File: src/rtl/ym_pkg.sv
// Shared types and elaboration helpers for the time-multiplexed counter.
package ym_pkg;

  localparam int unsigned MaxDataWidth = 16;
  localparam int unsigned MaxChannels  = 32;

  typedef enum logic [1:0] {
    OpCount,
    OpSet,
    OpLoad,
    OpClr
  } op_e;

  // Index width for n slots, never narrower than one bit.
  function automatic int unsigned clog2(input int unsigned n);
    int unsigned r;
    r = 0;
    while ((64'd1 << r) < 64'(n)) r++;
    return (r == 0) ? 1 : r;
  endfunction

  function automatic bit params_ok(input int unsigned dw, input int unsigned ch,
                                   input int unsigned sat);
    return (dw >= 1) && (dw <= MaxDataWidth) && (ch >= 1) && (ch <= MaxChannels) &&
           (sat <= 1);
  endfunction

  function automatic op_e sel_op(input logic clr, input logic load, input logic set);
    if (clr)       return OpClr;
    else if (load) return OpLoad;
    else if (set)  return OpSet;
    else           return OpCount;
  endfunction

endpackage

File: src/rtl/ym_sr_word.sv
// Two-phase circulating word store: cap fills the stage buffer, shift moves it into the tail.
module ym_sr_word #(
  parameter int unsigned DATA_WIDTH = 4,
  parameter int unsigned CHANNELS   = 6
) (
  input  logic                  clk,
  input  logic                  rst_n,
  input  logic                  cap,
  input  logic                  shift,
  input  logic [DATA_WIDTH-1:0] d,
  output logic [DATA_WIDTH-1:0] q
);

  logic [DATA_WIDTH-1:0] stage_q;
  logic [DATA_WIDTH-1:0] mem_q [CHANNELS];

  always_ff @(posedge clk or negedge rst_n) begin
    if (!rst_n) begin
      stage_q <= '0;
      for (int i = 0; i < int'(CHANNELS); i++) mem_q[i] <= '0;
    end else begin
      if (cap) stage_q <= d;
      if (shift) begin
        for (int i = 0; i < int'(CHANNELS) - 1; i++) mem_q[i] <= mem_q[i+1];
        mem_q[CHANNELS-1] <= stage_q;
      end
    end
  end

  assign q = mem_q[0];

endmodule

File: src/rtl/ym_tdm_cnt.sv
// Time-multiplexed up/down counter: one arithmetic unit shared by CHANNELS slots in a
// circulating store; slot index and sync handling live here.
module ym_tdm_cnt
  import ym_pkg::*;
#(
  parameter int unsigned DATA_WIDTH = 4,
  parameter int unsigned CHANNELS   = 6,
  parameter int unsigned SATURATE   = 0
) (
  input  logic                        MCLK,
  input  logic                        MRESET_n,
  input  logic                        c1,
  input  logic                        c2,
  input  logic                        sync,
  input  logic                        c_in,
  input  logic                        dec,
  input  logic                        clr,
  input  logic                        set,
  input  logic                        load,
  input  logic [DATA_WIDTH-1:0]       load_val,
  output logic [DATA_WIDTH-1:0]       val,
  output logic [clog2(CHANNELS)-1:0]  slot,
  output logic                        c_out,
  output logic                        slot0
);

  localparam int unsigned SlotW = clog2(CHANNELS);
  localparam int unsigned SumW  = DATA_WIDTH + 1;
  localparam logic [SlotW-1:0] LastSlot = SlotW'(CHANNELS - 1);

  if (!params_ok(DATA_WIDTH, CHANNELS, SATURATE)) begin : g_param_err
    $error("ym_tdm_cnt: parameter out of range");
  end

  logic [SlotW-1:0]      slot_q, slot_d;
  logic                  sync_q, sync_d;
  logic [DATA_WIDTH-1:0] next_val;
  logic [DATA_WIDTH-1:0] cnt_val;
  logic [SumW-1:0]       sum;
  logic                  carry;
  logic                  c_out_raw;
  op_e                   op;

  always_comb begin
    slot_d = slot_q;
    sync_d = sync_q;
    if (c1) begin
      sync_d = sync;
    end else if (c2) begin
      sync_d = 1'b0;
      if (sync_q || slot_q == LastSlot) slot_d = '0;
      else                              slot_d = slot_q + SlotW'(1);
    end
  end

  always_ff @(posedge MCLK or negedge MRESET_n) begin
    if (!MRESET_n) begin
      slot_q <= '0;
      sync_q <= 1'b0;
    end else begin
      slot_q <= slot_d;
      sync_q <= sync_d;
    end
  end

  // Extra top bit of the sum is the carry on increment and the borrow on decrement.
  always_comb begin
    op    = sel_op(clr, load, set);
    sum   = dec ? ({1'b0, val} - SumW'(c_in)) : ({1'b0, val} + SumW'(c_in));
    carry = sum[DATA_WIDTH];
    cnt_val = sum[DATA_WIDTH-1:0];
    if (SATURATE != 0 && carry) cnt_val = val;
    c_out_raw = 1'b0;
    unique case (op)
      OpClr:   next_val = '0;
      OpLoad:  next_val = load_val;
      OpSet:   next_val = '1;
      default: begin
        next_val  = cnt_val;
        c_out_raw = carry;
      end
    endcase
  end

  ym_sr_word #(
    .DATA_WIDTH (DATA_WIDTH),
    .CHANNELS   (CHANNELS)
  ) u_store (
    .clk   (MCLK),
    .rst_n (MRESET_n),
    .cap   (c1),
    .shift (c2),
    .d     (next_val),
    .q     (val)
  );

  assign slot  = slot_q;
  assign slot0 = (slot_q == '0);
  assign c_out = MRESET_n & c_out_raw;

endmodule

File: config.mk
export PLATFORM = sky130hd
export DESIGN_NAME = ym_tdm_cnt
export DESIGN_NICKNAME = d
export VERILOG_FILES = /design/src/rtl/ym_pkg.sv /design/src/rtl/ym_sr_word.sv /design/src/rtl/ym_tdm_cnt.sv
export SDC_FILE = /design/constraint.sdc
export NUM_CORES = 1
export LEC_CHECK = 0
export CAP_MARGIN = 20
export CELL_PAD_IN_SITES_DETAIL_PLACEMENT = 0
export CELL_PAD_IN_SITES_GLOBAL_PLACEMENT = 2
export CORE_MARGIN = 10
export CORE_UTILIZATION = 34
export CTS_BUF_LIST = sky130_fd_sc_hd__clkbuf_8
export DETAILED_ROUTE_END_ITERATION = 7
export PLACE_DENSITY_LB_ADDON = 0.1
export SLEW_MARGIN = 20
export SYNTH_ARGS = -nofsm -noshare
export SYNTH_HDL_FRONTEND = slang
export SYNTH_SLANG_ARGS = --single-unit
File: constraint.sdc
create_clock -name MCLK -period 1.9 [get_ports MCLK]
set_clock_uncertainty 0.15 [all_clocks]
set_input_delay 0.285 -clock MCLK [delete_from_list [all_inputs] [get_ports MCLK]]
set_output_delay 0.285 -clock MCLK [all_outputs]
set_load 0.05 [all_outputs]
==> impl_metrics.json, run 1 <==
{
  "peakVddDrop_mv": 0.642,
  "grt_use_total_pct": 9.04,
  "hold_path.class": "reg2reg",
  "yosysSeqAreaShare_pct": 51.0,
  "rsz0062_at_grt": "yes",
  "synth_edf_count": 0,
  "netlist.top_cell.by_area": "dfrtp_1",
  "syn_to_final_growth_pct": 37.2,
  "cp-start-kind": "register",
  "wl_mm": 3.20,
  "yosys_warnings": 0,
  "end_kind": "output pin",
  "grt_pass1_wl_mm": 5.51,
  "cts.htree.levels": 2,
  "min_period_ps": 2500,
  "pwr_density_cell_nw_per_um2": 1300,
  "dieArea_um2": 7740,
  "dp_slack_ps": -698,
  "grt_pass1_vias": 1116,
  "mostFrequentLayoutCells": "dfrtp_1, mux2_2, buf_4",
  "layout_commonest_cell": "dfrtp_1",
  "synthFlopType": "dfrtp_1",
  "ant_nets": 0,
  "first_iter_violations": 39,
  "clock_sinks": 32,
  "crit_slowest_cell": "dfrtp_1",
  "setup_ws_ps": -601,
  "leakage_nw": 1.00,
  "synthCells": 122,
  "crit_path_max_incr_delay_ps": 390,
  "fin_nets": 186,
  "initial_core_util_pct": 35.6,
  "cp.arrival_ps": 2070,
  "yosys_register_bits": 32,
  "path_max_fanout": 2,
  "syn_area_um2": 1570,
  "io-pin-count": 23,
  "fmax_mhz": 400,
  "rows": 24,
  "maxCapViolations": 0,
  "synthTopCellsByArea": "dfrtp_1, mux2_2, ha_1",
  "num_vias": 1031,
  "antenna_cells": 0,
  "root_buffer": "clkbuf_8",
  "die_x_um": 88.0,
  "post-route-period-util_pct": 132,
  "grt-ovfl-total": 0,
  "core_um2": 4410,
  "utilization_pct": 48.8,
  "synth_top_area_share_pct": 51.0,
  "status": "complete, but fails checks",
  "grt_max_degree": 33,
  "path_clk_slew_ps": 60,
  "clk_latency_ps": 270,
  "synth.net_count": 144,
  "slew_viol_final": 0,
  "postSynth.asyncResetShare_pct": 100,
  "syn_avg_cell_area_um2": 12.9,
  "synth_cell_type_count": 35,
  "violations": "negative setup slack",
  "cts_made_buffers": 5,
  "hold_viol_final": 0,
  "dpl.hpwl_mm": 2.28,
  "path_cells": "inv_2 -> ha_4 -> inv_2 -> fa_2 -> a21o_1 -> a21oi_2 -> mux2i_4 -> buf_12",
  "fin_area_um2": 2160,
  "routed_via_density": 4.77,
  "die_h_um": 88.0,
  "crit_type": "reg2out",
  "r2r_slack_ps": -520,
  "crit_top_cell": "inv_2",
  "dpl.cell_count": 201,
  "wire_per_inst_um": 14.8,
  "first_pass_iters": 3,
  "crit_required_ps": 1460,
  "worstMarginPinSlew_ps": 430,
  "port_buffers": 22,
  "cts_hold_buffers": 0,
  "drive_gt1_share_pct": 48.2,
  "stdcell_count": 216,
  "place.gp.congestion": 0.798,
  "maxSlewHeadroom_pct": 71.2,
  "clockBufferDepth": 2,
  "post_dp_cell_area_um2": 1930,
  "cts_tree": "built",
  "antenna_found_initial": 0,
  "setup_viol": 2,
  "route.detailed.drc": 0
}
final timing paths:
path                              start                 end  cells after the start
max                        u_store.q[0]               c_out                      8
min                              sync_q             slot[2]                      1
max reg2reg                u_store.q[0]  u_store.stage_q[2]                     13
min reg2reg                      sync_q             slot[2]                      1
max in group asynchronous      MRESET_n    u_store.mem_q[8]                      2
min in group asynchronous      MRESET_n        u_store.q[3]                      2
cell type report:
| type | count | area (um2) |
|---|---|---|
| clock buffer | 7 | 96.3 |
| fill | 409 | 2260 |
| inverter | 7 | 26.3 |
| tap | 52 | 65.1 |
| sequential | 32 | 801 |
| multi-input combinational | 75 | 757 |
| timing repair buffer | 43 | 410 |
what timing repair did:
action	in CTS	in global routing
setup endpoints to repair	4	4
gates cloned	0	0
gates resized for setup	15	3
setup buffers	7	2
pin swaps	3	2
stage by stage:
| step | hold WS, ps | power (W) | setup TNS, ps |
|---|---|---|---|
| final | 330 | 0.00279 | -1120 |
| after global routing | 363 | 0.00299 | -1330 |
| after CTS | 336 | 0.00280 | -1120 |
| after detailed placement | 324 | 0.00210 | -1780 |
| after global placement | 326 | 0.00207 | -1610 |
| after floorplan | -161 | 0.00173 | -280 |
per-layer routing:
layer  vias to the layer above  GRT usage [%]  wire, um
met3                         6           3.16       179
met2                        22           13.8      1490
met5                         -              0         0
li1                        504              -         -
met4                         0           4.06        63
met1                       499           11.3      1470
critical path, delay by kind of cell, from the launching register on:
family,cells,cell delay [ps]
buffers and inverters,3,300
flip-flops,1,390
adder cells (fa/ha/maj),2,470
multiplexers,1,270
AO/OA/AOI/OAI,2,360
logic make-up after synthesis:
| family | after synthesis | share of synthesized area (%) |
|---|---|---|
| buffers and inverters | 15 | 5.81 |
| AO/OA/AOI/OAI | 14 | 6.05 |
| XOR/XNOR | 1 | 0.557 |
| AND/OR/NAND/NOR | 24 | 9.79 |
| multiplexers | 28 | 20.0 |
| flip-flops | 32 | 51.0 |
| adder cells (fa/ha/maj) | 8 | 6.85 |
Yosys cell counts (3+ instances only):
cell type / count
buf_4: 5
dfrtp_1: 32
nand2_1: 6
a21oi_1: 3
o21ai_0: 3
ha_1: 7
inv_1: 7
mux2_2: 26
where the power goes:
part	switching (W)	internal [W]	leakage, nW
Combinational	0.000613	0.000630	0.549
Sequential	0.000130	0.000877	0.402
Clock	0.000219	0.000322	0.0503
flip-flops by register name (all words and copies together) (netlist names):
name and flops:
u_store.mem_q 20, slot 3, u_store.stage_q 4, sync_q 1, u_store.q 4
(Power assumes the default switching activity.)
==> inputs of run 2 (changes only) <==
- CORE_MARGIN: 10 -> 3
- GPL_TIMING_DRIVEN: default -> 0
- SETUP_SLACK_MARGIN: default -> 0.5
==> impl_metrics.json, run 2 (same netlist as run 1, synthesis figures left out) <==
{
  "rows": 24,
  "crit_type": "reg2out",
  "mostFrequentLayoutCells": "dfrtp_1, mux2_2, buf_6",
  "cp-start-kind": "register",
  "dieArea_um2": 5470,
  "port_buffers": 20,
  "cts_tree": "built",
  "rsz0062_at_grt": "yes",
  "first_pass_iters": 4,
  "status": "complete, but fails checks",
  "cts.htree.levels": 2,
  "setup_ws_ps": -571,
  "grt-ovfl-total": 0,
  "hold_path.class": "in2async",
  "min_period_ps": 2470,
  "io-pin-count": 23,
  "registers.top_by_ff_count": "u_store.mem_q",
  "critPathLaunch": "u_store.q[0]",
  "die_h_um": 74.0,
  "largest_register_ffs": 20,
  "grt_use_total_pct": 13.9,
  "first_iter_violations": 54,
  "ant_nets": 0,
  "antenna_found_initial": 0,
  "crit_required_ps": 1460,
  "cp.arrival_ps": 2040,
  "clockBufferDepth": 2,
  "cts_made_buffers": 5,
  "initial_core_util_pct": 35.6,
  "dpl.cell_count": 195,
  "pwr_density_cell_nw_per_um2": 1270,
  "slew_viol_final": 0,
  "cp-endpoint": "c_out",
  "route.detailed.drc": 0,
  "hold_viol_final": 0,
  "worst-r2r-cell-count": 8,
  "layout_commonest_cell": "dfrtp_1",
  "place.gp.congestion": 0.809,
  "r2r_start": "u_store.q[0]",
  "n_fill_cell": 369,
  "root_buffer": "clkbuf_8",
  "power.total_w": 0.00309,
  "setup_viol": 2,
  "wl_mm": 3.30,
  "wire_per_inst_um": 14.6,
  "worstMarginPinSlew_ps": 556,
  "syn_to_final_growth_pct": 54.7,
  "path_clk_slew_ps": 70,
  "r2r_slack_ps": 20,
  "maxSlewHeadroom_pct": 62.9,
  "stdcell_count": 226,
  "maxCapViolations": 0,
  "drive_gt1_share_pct": 63.2,
  "hold_slack_ps": 80.9,
  "end_kind": "output pin",
  "path_max_fanout": 2,
  "utilization_pct": 55.1,
  "routed_via_density": 4.69,
  "leakage_nw": 1.09,
  "grt_pass1_wl_mm": 5.59,
  "antenna_cells": 0,
  "grt_pass1_vias": 1161,
  "fin_nets": 195,
  "violations": "negative setup slack",
  "peakVddDrop_mv": 0.682,
  "grt_max_degree": 24,
  "num_vias": 1059,
  "die_x_um": 74.0,
  "dp_slack_ps": -1380,
  "clk_latency_ps": 280,
  "clock_sinks": 32,
  "dpl.hpwl_mm": 2.22,
  "post-route-period-util_pct": 130,
  "core_um2": 4410,
  "r2r_end": "u_store.stage_q[2]",
  "fmax_mhz": 405
}
==> run 2: cell types whose count changed in the layout (fill, tap and decap cells not counted), sizes merged <==
| cell | previous run | this run |
|---|---|---|
| clkinvlp | 0 | 1 |
| inv | 7 | 8 |
| clkdlybuf4s50 | 12 | 7 |
| buf | 30 | 42 |
| dlygate4sd3 | 0 | 1 |
==> run 2: what timing repair did <==
item / CTS / global route
pin swaps: 16 / 11
setup endpoints to repair: 13 / 13
gates resized for setup: 111 / 12
hold endpoints to repair: 9 / 0
buffers inserted: 16 / 5
hold buffers: 2 / 0
==> run 2: worst min-delay path by stage <==
stage	cells past startpoint	slack, ps	end
global route	3	120	u_store.mem_q[19]
global placement	1	320	slot[2]
detailed placement	1	40	u_store.stage_q[3]
finish	3	80	u_store.q[0]
floorplan	0	-160	slot[1]
CTS	3	210	sync_q
==> run 2: stage by stage <==
| stage | cell area [um2] | setup TNS [ps] |
|---|---|---|
| 5_1_grt | 2430 | -1030 |
| 6_report | 2430 | -784 |
| 3_3_place_gp | 1900 | -12090 |
| 4_1_cts | 2340 | -807 |
| 2_1_floorplan | 1640 | -280 |
| 3_5_place_dp | 1930 | -2440 |
==> run 2: layer usage <==
layer,up-vias,GRT usage (%),share of wire (%)
li1,521,-,-
met1,518,18.3,44
met2,15,21.5,50
met3,5,4.46,4.9
met4,0,5.43,1.1
met5,-,0,0
==> run 2: power breakdown <==
| group | switching, W | internal (W) | leakage, nW |
|---|---|---|---|
| Sequential | 0.000174 | 0.000891 | 0.395 |
| Clock | 0.000246 | 0.000289 | 0.0486 |
| Combinational | 0.000676 | 0.000813 | 0.651 |
==> run 2: worst max-delay path, stage by stage, from the launching register on <==
cell	delay (ps)
dfrtp_1	390
inv_2	80
ha_4	130
inv_2	30
fa_2	340
a21o_1	180
a21oi_2	190
mux2i_4	250
buf_6	170
==> run 2: layout make-up <==
cell class / instances / area, um2 / share of cell area, %
inverter: 7 / 28.8 / 1.18
clock buffer: 6 / 82.6 / 3.40
sequential: 32 / 811 / 33.4
buffer: 8 / 80.1 / 3.29
clock inverter: 2 / 11.3 / 0.463
timing repair buffer: 44 / 475 / 19.6
tap: 52 / 65.1 / 2.68
multi-input combinational: 75 / 877 / 36.1
==> inputs of run 3 (changes only) <==
- CTS_CLUSTER_SIZE: default -> 25
- SLEW_MARGIN: 20 -> default
==> impl_metrics.json, run 3 (same netlist as run 1, synthesis figures left out) <==
{
  "fin_nets": 182,
  "pwr_density_cell_nw_per_um2": 1320,
  "layout_commonest_cell": "dfrtp_1",
  "dieArea_um2": 5470,
  "worstMarginPinSlew_ps": 754,
  "violations": "negative hold slack, negative setup slack",
  "cts.htree.levels": 2,
  "setup_viol": 2,
  "registers.top_by_ff_count": "u_store.mem_q",
  "setup_ws_ps": -587,
  "mostFrequentLayoutCells": "dfrtp_1, mux2_2, buf_6",
  "leakage_nw": 1.02,
  "maxCapViolations": 0,
  "crit_type": "reg2out",
  "hold_viol_final": 32,
  "dpl.hpwl_mm": 2.15,
  "hold_slack_ps": -82.7,
  "gr-usage-met3_pct": 4.73,
  "hold_path.class": "in2async",
  "stdcell_count": 213,
  "grt_pass1_wl_mm": 5.10,
  "root_buffer": "clkbuf_8",
  "antenna_cells": 0,
  "utilization_pct": 51.1,
  "cp-start-kind": "register",
  "post_dp_cell_area_um2": 1900,
  "path_max_fanout": 2,
  "wl_mm": 3.09,
  "end_kind": "output pin",
  "drive_gt1_share_pct": 59.0,
  "path_clk_slew_ps": 70,
  "fin_area_um2": 2260,
  "grt_pass1_vias": 1088,
  "grt.busiest_layer": "met2",
  "slew_viol_final": 0,
  "met2_usage_pct": 19.6,
  "grt_use_total_pct": 12.8,
  "peakVddDrop_mv": 0.606,
  "core_um2": 4410,
  "syn_to_final_growth_pct": 43.6,
  "route.detailed.drc": 0,
  "crit_required_ps": 1460,
  "grt_max_degree": 35,
  "routed_via_density": 4.79,
  "n_fill_cell": 373,
  "antenna_found_initial": 0,
  "grt_use_met1_pct": 16.1,
  "area.sequential_um2": 810,
  "min_period_ps": 2490,
  "rows": 24,
  "ant_nets": 0,
  "first_iter_violations": 29,
  "cts_tree": "built",
  "initial_core_util_pct": 35.6,
  "post-route-period-util_pct": 131,
  "io-pin-count": 23,
  "num_vias": 1020,
  "wire_per_inst_um": 14.5,
  "rsz0062_at_grt": "yes",
  "cp.arrival_ps": 2050,
  "final.setup.tns_ps": -604,
  "largest_register_ffs": 20,
  "multi_input_area_um2": 852,
  "dp_slack_ps": -1390,
  "die_h_um": 74.0,
  "first_pass_iters": 4,
  "place.gp.congestion": 0.809,
  "die_x_um": 74.0,
  "clk_latency_ps": 280,
  "fmax_mhz": 402,
  "clockBufferDepth": 2,
  "cts_made_buffers": 5,
  "grt-ovfl-total": 0,
  "port_buffers": 20,
  "clock_sinks": 32,
  "dpl.cell_count": 194,
  "status": "complete, but fails checks",
  "maxSlewHeadroom_pct": 49.7
}
==> run 3: report_power, final <==
part           internal [W]  total [W]  leakage (nW)  switching [W]
Combinational      0.000748    0.00138         0.573       0.000634
Clock              0.000288   0.000533        0.0486       0.000245
Sequential         0.000889    0.00107         0.396       0.000176
==> run 3: final cells by class <==
cell class / count / share of cell area, %
flip-flops and latches: 32 / 35.9
inverters: 7 / 1.16
clock buffers: 6 / 3.66
repair buffers: 31 / 14.6
plain buffers: 8 / 3.55
well taps: 52 / 2.88
clock inverters: 2 / 0.499
multi-input cells: 75 / 37.8
==> run 3: worst paths after layout <==
path	end	cells past startpoint	slack [ps]	startpoint
setup / recovery	c_out	8	-590	u_store.q[0]
hold / removal	sync_q	1	-80	MRESET_n
setup reg to reg	u_store.stage_q[2]	8	-20	u_store.q[0]
hold reg to reg	u_store.mem_q[13]	1	350	u_store.mem_q[13]
max in group asynchronous	slot[0]	1	1130	MRESET_n
min in group MCLK	slot[1]	3	220	c2
==> run 3: critical path, cell delays in order (launching register included) <==
cell	delay (ps)
dfrtp_1	390
inv_2	90
ha_4	140
inv_2	30
fa_2	330
a21o_1	180
a21oi_2	180
mux2i_4	250
buf_6	180
==> run 3: what timing repair did <==
| item | in CTS | in global routing |
|---|---|---|
| gates cloned | 0 | 0 |
| setup buffers | 7 | 4 |
| endpoints found under the hold margin | 32 | 32 |
| resized for setup | 95 | 11 |
| setup endpoints to repair | 13 | 14 |
| pin swaps | 7 | 8 |
==> run 3: per-layer routing <==
metal	routed length [um]	vias to the layer above
met4	43	0
met2	1530	15
li1	-	495
met1	1360	506
met3	147	4
met5	0	-
==> run 3: through the flow <==
stage / hold slack (ps) / power [W]
5_1_grt: -25.8 / 0.00316
3_3_place_gp: 324 / 0.00206
2_1_floorplan: -161 / 0.00178
3_5_place_dp: 249 / 0.00209
4_1_cts: -66.2 / 0.00291
6_report: -82.7 / 0.00298
